===== src/rtl/radio_pkg.sv =====
// Shared types and helpers for the radio capture path.
// States, default settle length and antenna word width.
package radio_pkg;

  typedef enum logic [2:0] {
    IDLE,
    SETTLE,
    CAPTURE,
    DRAIN,
    DONE
  } state_e;

  localparam int DEFAULT_SETTLE_CYCLES = 64;

  function automatic int ant_word_w(input int n);
    return 2 * n;
  endfunction

endpackage


===== src/rtl/radio_sample_hold.sv =====
// One-entry valid/ready holding register for antenna words.
// Drops a new word when full and stalled, raising a sticky flag.
module radio_sample_hold #(
  parameter int W = 48
) (
  input  logic         clk,
  input  logic         rst_n,
  input  logic         flush_i,
  input  logic         clr_ovf_i,
  input  logic         load_i,
  input  logic [W-1:0] data_i,
  input  logic         ready_i,
  output logic         valid_o,
  output logic [W-1:0] data_o,
  output logic         ovf_o
);

  logic         valid_q, valid_d;
  logic [W-1:0] data_q, data_d;
  logic         ovf_q, ovf_d;
  logic         drop;

  always_comb begin
    drop    = load_i & valid_q & ~ready_i;
    valid_d = valid_q;
    data_d  = data_q;
    ovf_d   = ovf_q;
    if (clr_ovf_i) ovf_d = 1'b0;
    if (flush_i) begin
      valid_d = 1'b0;
    end else if (drop) begin
      ovf_d = 1'b1;
    end else if (load_i) begin
      valid_d = 1'b1;
      data_d  = data_i;
    end else if (valid_q & ready_i) begin
      valid_d = 1'b0;
    end
  end

  always_ff @(posedge clk or negedge rst_n) begin
    if (!rst_n) begin
      valid_q <= 1'b0;
      data_q  <= '0;
      ovf_q   <= 1'b0;
    end else begin
      valid_q <= valid_d;
      data_q  <= data_d;
      ovf_q   <= ovf_d;
    end
  end

  assign valid_o = valid_q;
  assign data_o  = data_q;
  assign ovf_o   = ovf_q;

endmodule


===== src/rtl/radio_capture_ctrl.sv =====
// Capture-run sequencer: front-end reset, settle window,
// decimated sampling of radio or dummy sources into a stream.
module radio_capture_ctrl
  import radio_pkg::*;
#(
  parameter int NUM_ANT       = 24,
  parameter int CAP_LEN_W     = 16,
  parameter int DECIM_W       = 4,
  parameter int SETTLE_CYCLES = DEFAULT_SETTLE_CYCLES
) (
  input  logic                   clk16,
  input  logic                   rst_n,
  input  logic                   start,
  input  logic                   abort,
  input  logic                   src_sel,
  input  logic [CAP_LEN_W-1:0]   capture_len,
  input  logic [DECIM_W-1:0]     decim,
  input  logic [NUM_ANT-1:0]     radio_i,
  input  logic [NUM_ANT-1:0]     radio_q,
  input  logic [NUM_ANT-1:0]     dummy_i,
  input  logic [NUM_ANT-1:0]     dummy_q,
  output logic                   fe_rst_n,
  output logic [2*NUM_ANT-1:0]   out_data,
  output logic                   out_valid,
  input  logic                   out_ready,
  output logic                   busy,
  output logic                   done,
  output logic                   overflow,
  output logic [CAP_LEN_W-1:0]   sample_count
);

  localparam int WW = ant_word_w(NUM_ANT);
  localparam int SW = $clog2(SETTLE_CYCLES + 1);

  state_e               state_q, state_d;
  logic [SW-1:0]        settle_q, settle_d;
  logic [DECIM_W-1:0]   dcnt_q, dcnt_d;
  logic [DECIM_W-1:0]   dcfg_q, dcfg_d;
  logic [CAP_LEN_W-1:0] len_q, len_d;
  logic [CAP_LEN_W-1:0] cnt_q, cnt_d;
  logic [CAP_LEN_W-1:0] cnt_inc;
  logic                 src_q, src_d;
  logic                 fe_q, fe_d;
  logic                 strobe, start_ok;
  logic [WW-1:0]        word;

  assign cnt_inc = cnt_q + CAP_LEN_W'(1);

  always_comb begin
    state_d  = state_q;
    settle_d = settle_q;
    dcnt_d   = dcnt_q;
    dcfg_d   = dcfg_q;
    len_d    = len_q;
    cnt_d    = cnt_q;
    src_d    = src_q;
    strobe   = 1'b0;
    start_ok = 1'b0;
    if (abort) begin
      state_d = IDLE;
    end else begin
      unique case (state_q)
        IDLE: if (start) begin
          start_ok = 1'b1;
          src_d    = src_sel;
          len_d    = capture_len;
          dcfg_d   = decim;
          cnt_d    = '0;
          settle_d = SW'(SETTLE_CYCLES - 1);
          state_d  = SETTLE;
        end
        SETTLE: if (settle_q == '0) begin
          dcnt_d  = '0;
          state_d = (len_q == '0) ? DONE : CAPTURE;
        end else begin
          settle_d = settle_q - SW'(1);
        end
        CAPTURE: if (dcnt_q == '0) begin
          strobe = 1'b1;
          dcnt_d = dcfg_q;
          cnt_d  = cnt_inc;
          if (cnt_inc == len_q) state_d = DRAIN;
        end else begin
          dcnt_d = dcnt_q - DECIM_W'(1);
        end
        DRAIN: if (!out_valid) state_d = DONE;
        DONE: state_d = IDLE;
        default: state_d = IDLE;
      endcase
    end
    // front-ends run only while a run is actively sequencing
    fe_d = (state_d == SETTLE) || (state_d == CAPTURE) ||
           (state_d == DRAIN);
  end

  always_ff @(posedge clk16 or negedge rst_n) begin
    if (!rst_n) begin
      state_q  <= IDLE;
      settle_q <= '0;
      dcnt_q   <= '0;
      dcfg_q   <= '0;
      len_q    <= '0;
      cnt_q    <= '0;
      src_q    <= 1'b0;
      fe_q     <= 1'b0;
    end else begin
      state_q  <= state_d;
      settle_q <= settle_d;
      dcnt_q   <= dcnt_d;
      dcfg_q   <= dcfg_d;
      len_q    <= len_d;
      cnt_q    <= cnt_d;
      src_q    <= src_d;
      fe_q     <= fe_d;
    end
  end

  assign word = src_q ? {dummy_q, dummy_i} : {radio_q, radio_i};

  radio_sample_hold #(.W(WW)) u_hold (
    .clk       (clk16),
    .rst_n     (rst_n),
    .flush_i   (abort),
    .clr_ovf_i (start_ok),
    .load_i    (strobe),
    .data_i    (word),
    .ready_i   (out_ready),
    .valid_o   (out_valid),
    .data_o    (out_data),
    .ovf_o     (overflow)
  );

  assign fe_rst_n     = fe_q;
  assign busy         = (state_q != IDLE);
  assign done         = (state_q == DONE);
  assign sample_count = cnt_q;

endmodule

===== config.mk =====
export PLATFORM = sky130hd
export DESIGN_NAME = radio_capture_ctrl
export DESIGN_NICKNAME = d
export VERILOG_FILES = /design/src/rtl/radio_pkg.sv /design/src/rtl/radio_sample_hold.sv /design/src/rtl/radio_capture_ctrl.sv
export SDC_FILE = /design/constraint.sdc
export NUM_CORES = 1
export LEC_CHECK = 0
export CORE_MARGIN = 3
export CORE_UTILIZATION = 41
export CTS_CLUSTER_DIAMETER = 50
export CTS_CLUSTER_SIZE = 30
export DETAILED_ROUTE_END_ITERATION = 16
export GPL_TIMING_DRIVEN = 0
export HOLD_SLACK_MARGIN = 0.06
export PLACE_DENSITY = 0.77
export REMOVE_ABC_BUFFERS = 1
export SKIP_LAST_GASP = 1
export SYNTH_ARGS = -nofsm -noshare
export SYNTH_HDL_FRONTEND = slang
export SYNTH_SLANG_ARGS = --single-unit

===== constraint.sdc =====
create_clock -name clk16 -period 2.6 [get_ports clk16]
set_clock_uncertainty 0.05 [all_clocks]
set_input_delay 0.39 -clock clk16 [delete_from_list [all_inputs] [get_ports clk16]]
set_output_delay 0.39 -clock clk16 [all_outputs]
set_load 0.02 [all_outputs]

==> impl_metrics.env <==
export IMPL_wl_met3_mm=1.14
export IMPL_setup_viol=8
export IMPL_cts_sinks=102
export IMPL_grt_pass1_vias=4797
export IMPL_slew_viol_final=0
export IMPL_netlist_area_mm2=0.00534
export IMPL_grt_pass1_wl_mm=24.9
export IMPL_ys_warn_count=0
export IMPL_track_usage=0.217
export IMPL_max_cap_violations=0
export IMPL_wl_met1_mm=6.63
export IMPL_ys_types=59
export IMPL_ff2ff_setup_slack_ns=-0.08
export IMPL_irDropWorstVdd_mv=0.385
export IMPL_drive_above_1_share=0.173
export IMPL_synth_async_reset_ratio=1.00
export IMPL_final_cells=914
export IMPL_drt_iter0_drc=331
export IMPL_r2r_start="settle_q[0]"
export IMPL_finalHoldViolCount=0
export IMPL_r2r_end="settle_q[0]"
export IMPL_clock_latency_ns=0.35
export IMPL_hold_class="flop to flop"
export IMPL_top_layer="met4"
export IMPL_leakage_nw=3.38
export IMPL_placed_area_mm2=0.00743
export IMPL_hold_depth=1
export IMPL_timing_fmax_mhz=373
export IMPL_slew_headroom=0.468
export IMPL_ys_seq_area_frac=0.478
export IMPL_core_area_mm2=0.0127
export IMPL_critical_path_endpoint_type="flop"
export IMPL_clockBufferDepth=2
export IMPL_initial_utilization=0.422
export IMPL_vias_per_cell=5.41
export IMPL_cts_htree_levels=3
export IMPL_grt_overflow=0
export IMPL_rows=41
export IMPL_die_width_um=120
export IMPL_ant_nets=0
export IMPL_drc=0
export IMPL_gp_congestion=0.852
export IMPL_ys_ff_latch=102
export IMPL_period_share=1.03
export IMPL_die_area_mm2=0.0144
export IMPL_wl_met2_mm=8.16
export IMPL_r2r_cells=10
export IMPL_diodes=0
export IMPL_crit_arrival_ns=2.87
export IMPL_dpl_cell_count=868
export IMPL_power_mw=4.34
export IMPL_layout_setup_ws_ns=-0.0791
export IMPL_area_growth_pct=52.6
export IMPL_tightest_slew_ns=0.796
export IMPL_violations="negative setup slack"
export IMPL_grt_max_degree=67
export IMPL_min_from="u_hold.ovf_o"
export IMPL_fin_nets=863
export IMPL_antenna_found_initial=0
export IMPL_post_route_min_period_ns=2.68
export IMPL_final_common_cell="clkdlybuf4s50_1"
export IMPL_holdWs_ns=0.459
export IMPL_most_common_layout_cells="clkdlybuf4s50_1, dfrtp_1, nor2_1"
export IMPL_rsz0062_at_grt="true"
export IMPL_hold_end="u_hold.ovf_o"
export IMPL_postSynthCellCount=534
export IMPL_vias=4941
export IMPL_root_buffer="clkbuf_16"
export IMPL_cp_max_fo=5
export IMPL_drt_wl_total_mm=16.4
export IMPL_wire_per_inst_um=17.9
export IMPL_io_pins=191
export IMPL_die_h_um=120
export IMPL_synth_edf_count=0
export IMPL_worst_ep_required_time_ns=2.79
export IMPL_clk_pin_slew_ns=0.07
export IMPL_final_area_mm2=0.00815
export IMPL_crit_type="flop to flop"
export IMPL_cts_buffers=9
export IMPL_place_hpwl_mm=11.4
export IMPL_dr_pass1_iters=5
export IMPL_powerDensity_mw_per_mm2=533
export IMPL_postSynthAreaPerCell_um2=10.0
export IMPL_worst_setup_path_start_kind="flop"
export IMPL_port_buffers=190
export IMPL_cts_tree="built"
export IMPL_synth_main_ff_cell="dfrtp_1"
export IMPL_outcome="finished, violations left"
[layer usage]
metal | vias up | global-route usage
met5 | - | 0
li1 | 2316 | -
met2 | 233 | 0.371
met1 | 2349 | 0.270
met3 | 43 | 0.0443
met4 | 0 | 0.0838
[cells in the mapped netlist, drive strengths merged, types with 2 or more instances]
cell type | n | area share
a21o | 3 | 0.0042
a21oi | 61 | 0.059
a22o | 4 | 0.0066
a31oi | 4 | 0.0047
and2 | 2 | 0.0023
and3 | 6 | 0.0080
and4 | 7 | 0.012
buf | 17 | 0.015
clkbuf | 15 | 0.011
dfrtp | 102 | 0.48
ha | 4 | 0.0094
inv | 6 | 0.0042
mux2 | 24 | 0.051
mux2i | 50 | 0.094
nand2 | 24 | 0.017
nand2b | 6 | 0.0070
nand3 | 12 | 0.011
nand4 | 6 | 0.0070
nor2 | 73 | 0.052
nor2b | 6 | 0.0070
nor3 | 4 | 0.0037
nor3b | 6 | 0.0094
nor4 | 6 | 0.0082
o2111ai | 2 | 0.0033
o21ai | 26 | 0.026
o31ai | 7 | 0.0098
or2 | 4 | 0.0047
or3 | 4 | 0.0056
or3b | 3 | 0.0049
or4 | 2 | 0.0028
xnor2 | 15 | 0.025
xor2 | 10 | 0.016
[cell type report]
| class | instances | area (um^2) |
|---|---|---|
| fillers | 979 | 4520 |
| well taps | 172 | 215 |
| repair buffers | 223 | 2230 |
| clock inverters | 3 | 45.0 |
| clock buffers | 13 | 250 |
| flip-flops and latches | 102 | 2570 |
| inverters | 6 | 22.5 |
| multi-input cells | 395 | 2810 |
[through the flow]
stage | setup slack [ns] | util | setup TNS, ns
final | -0.0791 | 0.643 | -0.396
after global routing | -0.190 | 0.643 | -1.25
after CTS | -0.183 | 0.628 | -1.09
after detailed placement | -0.750 | 0.586 | -38.69
after global placement | -3.75 | 0.578 | -466.72
after floorplan | -2.53 | - | -121.70
[worst max-delay path, cell delays in order, from the launching register on]
cell and delay, ns:
dfrtp_1 0.40, inv_2 0.08, ha_4 0.12, or3b_4 0.38
or4_4 0.49, a21oi_2 0.15, nor2_1 0.08, a31oi_2 0.23
o21ai_4 0.14, and2_1 0.21, a31o_1 0.23
[power by group]
group | internal [mW] | switching (mW) | total, mW | leakage (nW)
Sequential | 1.74 | 0.175 | 1.91 | 1.24
Clock | 0.775 | 0.590 | 1.36 | 0.136
Combinational | 0.619 | 0.447 | 1.07 | 2.00
Total | 3.13 | 1.21 | 4.34 | 3.38
[how the worst max path moves through the flow]
stage                      startpoint  slack [ns]                 to  cells past startpoint
final                     settle_q[0]       -0.08        settle_q[0]                     10
after global routing      settle_q[0]       -0.19           fe_rst_n                     10
after CTS                 settle_q[1]       -0.18        settle_q[5]                     10
after detailed placement    dcnt_q[0]       -0.75  u_hold.data_o[40]                      9
after global placement      dcnt_q[0]       -3.75  u_hold.data_o[13]                      6
after floorplan             dcnt_q[0]       -2.53   u_hold.data_o[0]                      6
[state kept, by name, summed over array words and instances, names as in the netlist]
signal	cells
u_hold.data_o	48
len_q	16
sample_count	16
settle_q	7
dcfg_q	4
dcnt_q	4
state_q	3
fe_rst_n	1
src_q	1
u_hold.ovf_o	1
u_hold.valid_o	1
[cells by family after synthesis]
kind of cell	count (synthesis)	synth area share
AOI/OAI and AO/OA	118	0.131
and+or+nand+nor	173	0.166
DFF	102	0.478
xor gates and xnor gates	25	0.0410
muxes	74	0.144
adders and majority gates	4	0.00937
buffers and inverters	38	0.0302
[timing repair]
item,4_1_cts,5_1_grt
setup endpoints to repair,79,39
gates resized for setup,27,29
gates cloned,1,0
buffers inserted,15,14
endpoints found under the hold margin,36,0
hold buffers,1,0
pin swaps,18,12
(Power assumes the default switching activity.)
